### config.mk
export PLATFORM = sky130hd
export DESIGN_NAME = hazard_scoreboard
export DESIGN_NICKNAME = d
export VERILOG_FILES = /design/src/rtl/hazard_scoreboard.sv
export SDC_FILE = /design/constraint.sdc
export NUM_CORES = 1
export LEC_CHECK = 0
export BUFFER_PORTS_ARGS = -buffer_cell sky130_fd_sc_hd__buf_2
export CORE_UTILIZATION = 50
export CTS_CLUSTER_SIZE = 14
export DETAILED_ROUTE_END_ITERATION = 7
export GPL_ROUTABILITY_DRIVEN = 0
export GPL_TIMING_DRIVEN = 0
export PLACE_DENSITY = 0.86
export SLEW_MARGIN = 20
export SYNTH_ARGS = -nofsm -noshare
export SYNTH_HDL_FRONTEND = slang
export SYNTH_SLANG_ARGS = --single-unit
### constraint.sdc
create_clock -name clk -period 7.43 [get_ports clk]
set_input_delay 1.1145 -clock clk [delete_from_list [all_inputs] [get_ports clk]]
set_output_delay 1.1145 -clock clk [all_outputs]
set_load 0.03 [all_outputs]
### src/rtl/hazard_scoreboard.sv
// Hazard detection and forwarding unit for the 5-stage F/D/E/M/W pipeline; tracks its own E/M/W tags.
// Optional statistics counters are enabled by defining HAZARD_STATS_EN.
module hazard_scoreboard #(
  parameter int NREAD  = 3,
  parameter int REGW   = 4,
  parameter int PC_REG = 15
) (
  input  logic                    clk,
  input  logic                    reset,
  input  logic                    d_valid,
  input  logic [NREAD*REGW-1:0]   d_ra,
  input  logic [NREAD-1:0]        d_ra_used,
  input  logic                    d_wr_en,
  input  logic [REGW-1:0]         d_wa,
  input  logic                    d_load,
  input  logic                    d_pcwr,
  input  logic                    e_cond_ok,
  input  logic                    e_branch_taken,
  output logic                    stall_f,
  output logic                    stall_d,
  output logic                    flush_d,
  output logic                    flush_e,
  output logic [NREAD*2-1:0]      fwd_sel
`ifdef HAZARD_STATS_EN
  ,
  output logic [31:0]             stat_stall_cnt,
  output logic [31:0]             stat_flush_cnt,
  output logic [31:0]             stat_fwd_cnt
`endif
);

  localparam logic [REGW-1:0] PCR = REGW'(PC_REG);

  logic                  r_te_v, r_te_wr, r_te_ld, r_te_pcwr;
  logic [REGW-1:0]       r_te_wa;
  logic [NREAD*REGW-1:0] r_te_ra;
  logic [NREAD-1:0]      r_te_used;
  logic                  r_tm_v, r_tm_wr, r_tm_ld, r_tm_pcwr;
  logic [REGW-1:0]       r_tm_wa;
  logic                  r_tw_v, r_tw_wr, r_tw_ld, r_tw_pcwr;
  logic [REGW-1:0]       r_tw_wa;

  logic [NREAD-1:0]      w_ldhit;
  logic [NREAD*2-1:0]    w_fwd;
  logic                  w_ldstall, w_pcwr_pend, w_flush_e;

  for (genvar i = 0; i < NREAD; i++) begin : g_port
    logic [REGW-1:0] w_ra_d, w_ra_e;
    logic            w_mhit, w_whit;
    assign w_ra_d = d_ra[i*REGW +: REGW];
    assign w_ra_e = r_te_ra[i*REGW +: REGW];
    // Load-use check uses the unqualified E-stage write enable, so the stall is conservative
    assign w_ldhit[i] = d_ra_used[i] && (w_ra_d == r_te_wa) && (w_ra_d != PCR);
    assign w_mhit = r_tm_v && r_tm_wr && (w_ra_e == r_tm_wa) && (w_ra_e != PCR);
    assign w_whit = r_tw_v && r_tw_wr && (w_ra_e == r_tw_wa) && (w_ra_e != PCR);
    assign w_fwd[2*i +: 2] = !(r_te_v && r_te_used[i]) ? 2'b00 :
                             (w_mhit && !r_tm_ld)      ? 2'b10 :
                             w_whit                    ? 2'b01 : 2'b00;
  end

  assign w_ldstall   = r_te_v && r_te_ld && r_te_wr && d_valid && (|w_ldhit);
  assign w_pcwr_pend = (d_valid && d_pcwr) || (r_te_v && r_te_pcwr) || (r_tm_v && r_tm_pcwr);
  assign w_flush_e   = w_ldstall || e_branch_taken;

  assign stall_d = reset ? 1'b0 : w_ldstall;
  assign stall_f = reset ? 1'b0 : (w_ldstall || w_pcwr_pend);
  assign flush_e = reset ? 1'b1 : w_flush_e;
  assign flush_d = reset ? 1'b1 : (w_pcwr_pend || (r_tw_v && r_tw_pcwr) || e_branch_taken);
  assign fwd_sel = reset ? '0 : w_fwd;

  // Tags advance one stage per cycle; writes leaving E are qualified by the condition check
  always_ff @(posedge clk) begin
    if (reset) begin
      r_te_v    <= 1'b0;
      r_te_used <= '0;
      r_tm_v    <= 1'b0;
      r_tw_v    <= 1'b0;
    end else begin
      r_tw_v    <= r_tm_v;
      r_tw_wr   <= r_tm_wr;
      r_tw_wa   <= r_tm_wa;
      r_tw_ld   <= r_tm_ld;
      r_tw_pcwr <= r_tm_pcwr;
      r_tm_v    <= r_te_v;
      r_tm_wr   <= r_te_wr && e_cond_ok;
      r_tm_wa   <= r_te_wa;
      r_tm_ld   <= r_te_ld;
      r_tm_pcwr <= r_te_pcwr && e_cond_ok;
      if (!w_flush_e && d_valid) begin
        r_te_v    <= 1'b1;
        r_te_wr   <= d_wr_en;
        r_te_wa   <= d_wa;
        r_te_ld   <= d_load;
        r_te_pcwr <= d_pcwr;
        r_te_ra   <= d_ra;
        r_te_used <= d_ra_used;
      end else begin
        r_te_v    <= 1'b0;
      end
    end
  end

`ifdef HAZARD_STATS_EN
  always_ff @(posedge clk) begin
    if (reset) begin
      stat_stall_cnt <= '0;
      stat_flush_cnt <= '0;
      stat_fwd_cnt   <= '0;
    end else begin
      if (w_ldstall && stat_stall_cnt != 32'hFFFF_FFFF)
        stat_stall_cnt <= stat_stall_cnt + 32'd1;
      if ((e_branch_taken || w_pcwr_pend) && stat_flush_cnt != 32'hFFFF_FFFF)
        stat_flush_cnt <= stat_flush_cnt + 32'd1;
      if ((|w_fwd) && stat_fwd_cnt != 32'hFFFF_FFFF)
        stat_fwd_cnt <= stat_fwd_cnt + 32'd1;
    end
  end
`endif

endmodule
==> reports/results.ini <==
[worst_hold_path]
hp-class=reg -> reg
min_from=r_tm_pcwr

[global_routing]
first_global_vias=1135
overflow=0
grt_antenna_before_repair=0
grt_max_degree=20
grt_pass1_wl_mm=5.112
track_usage=0.1954

[layout]
layout_common_cells=buf_2 (36), edfxtp_1 (32), xnor2_1 (15), nand3_1 (15), xor2_1 (14)
nNetsFinal=214
fill_cells=287
drive_above_1_share=0.2660
stdcell_count=234
mostFrequentLayoutCell=buf_2
fin_util=0.6228
syn_to_final_growth_pct=17.89
n_antenna_cell=0

[cts]
clkTransAtPathRegs_ns=0.11
cts_hold_repair.buffers=0
cts.sinks=38
cts_resized=0
cts_root_buf=clkbuf_4
clkLatencyLatePin_ns=0.34
cts_setup_buffers=0
cts_made_buffers=5
clockBufferDepth=2
cts_tree=yes
htree_levels=2

[timing]
worst_slew_pin_slew_ns=0.8804
finalSetupTns_ns=0
finalCritPeriodShare=0.4712
slew_headroom=0.4124
clock.fmax_mhz=285.6
fin_worst_skew_ns=0.006621
drv_slew=0
grt_setup_unrepaired=no
hold_viol=0
setup_viol=0
fin_crit_ns=3.501

[synth]
yosys-top-cells-area=edfxtp_1 (54%), xnor2_1 (7.4%), xor2_1 (6.9%)
async_reset_ff_frac=0
synth_top_area_frac=0.5408
synth-edff-count=32
synth_sequential_area_ratio=0.6085
ys_ff_latch=38
syn_area_um2=1777
synthFlopType=edfxtp_1
synth.avg_cell_area_um2=12.34
syn_nets=171
synth_cell_type_count=24
yosysTopAreaCell=edfxtp_1
ys_warn_count=0
synth_cells=144

[placed_design]
dpl.hpwl_mm=2.639
place.port_buffers=36
dp.cells=226

[route]
via_per_inst=5.299
routed_wl_mm=3.357
dr.first_iter.drc_count=61
ant_nets=0
drt-wirelength-per-cell_um=14.35
drcViolationCount=0
drt_pass1_iterations=4
vias=1240

[power_and_ir_drop]
p_per_area_nw_per_um2=203.6
ir_worst_vdd_uv=152.0
leakagePower_uw=0.0008084

[run_status]
outcome=completed

[setup_path]
crit_chain=buf_2 > nor2b_1 > nand3_1 > nor3_1 > nand4_1 > nor2_1 > buf_2
arrival_ns=2.39
worstPathRequired_ns=6.32
rrSetupSlack_ns=5.04
setup.worst_path.start_class=input port
crit_buf_inv=2
cp_top_family=simple AND/OR/NAND/NOR gates
r2r-start=r_te_wa[3]
worstSetupPathType=in -> out
crit_top_cell=buf_2
slowest_stage=nor2b_1
path_max_fanout=6
cp-startpoint=reset
max_stage_delay_ns=0.29
endpoint_kind=primary output

[floorplan]
fp-row-count=21
die_h_um=61.61
top_level_ports=37
die_x_um=61.61
design.die.area_um2=3796
coreArea_um2=3363
start_util=0.5283

[run]
maxCapViolCount=0

[worst paths after layout]
path	endpoint	depth (start not counted)
setup / recovery	fwd_sel[2]	7
hold / removal	r_tw_pcwr	0
setup reg to reg	r_te_wa[0]	6
hold reg to reg	r_tw_pcwr	0
[logic make-up after synthesis]
| group | synth area share |
|---|---|
| AND/OR/NAND/NOR | 0.1859 |
| flip-flops | 0.6085 |
| multiplexers | 0.01690 |
| AO/OA/AOI/OAI | 0.04155 |
| XOR/XNOR | 0.1430 |
| buffers and inverters | 0.004227 |
[cell usage after synthesis, drive strengths merged (3+ instances only)]
library cell  number
edfxtp            32
mux2i              3
xor2              14
nor2               8
dfxtp              6
nand3             16
o21ai              6
nor3              10
and3               6
nand2             11
nand4              4
xnor2             15
[sequential cells by signal (all words and copies together) (netlist names)]
| signal | count |
|---|---|
| r_te_ld | 1 |
| r_te_pcwr | 1 |
| r_te_ra | 12 |
| r_te_used | 3 |
| r_te_v | 1 |
| r_te_wa | 4 |
| r_te_wr | 1 |
| r_tm_ld | 1 |
| r_tm_pcwr | 1 |
| r_tm_v | 1 |
| r_tm_wa | 4 |
| r_tm_wr | 1 |
| r_tw_pcwr | 1 |
| r_tw_v | 1 |
| r_tw_wa | 4 |
| r_tw_wr | 1 |
[report_power, final]
group          leakage (µW)  internal [µW]  total (µW)  switching, µW
clock             0.0000450           69.7         136           66.3
combinational      0.000411           17.7        36.6           19.0
sequential         0.000352            243         254           11.4
total              0.000808            330         427           96.7
[metal layers]
layer	wire length, µm	global-route usage
met5	0	0
met4	82	0.1111
met3	166	0.04622
met2	1695	0.3241
met1	1413	0.2334
[worst reg2reg max path, cell delays in order, from the launching register on]
cell,delay (ns)
edfxtp_1,0.52
nand2_1,0.11
a31oi_1,0.04
o2111a_1,0.26
nor3_2,0.24
nand2_1,0.15
nor2_2,0.69
[per-stage QoR]
step	power, µW	setup WS [ns]	hold WS [ns]	instance area [µm²]
finish	426.5	3.929	0.4729	2095
global route	440.6	3.780	0.4878	2095
CTS	427.2	3.905	0.4725	2095
detailed placement	295.4	3.900	0.4455	2017
global placement	292.6	3.944	0.4296	2014
floorplan	278.1	4.055	0.4260	1777
[final cells by class]
class / count / area, µm² / area share
inverters: 2 / 7.507 / 0.003584
well taps: 46 / 57.56 / 0.02748
flip-flops and latches: 38 / 1081 / 0.5161
clock inverters: 3 / 40.04 / 0.01912
repair buffers: 36 / 180.2 / 0.08602
clock buffers: 5 / 37.54 / 0.01792
multi-input cells: 104 / 690.7 / 0.3297
Note: power is estimated with default switching activity, not from simulation.
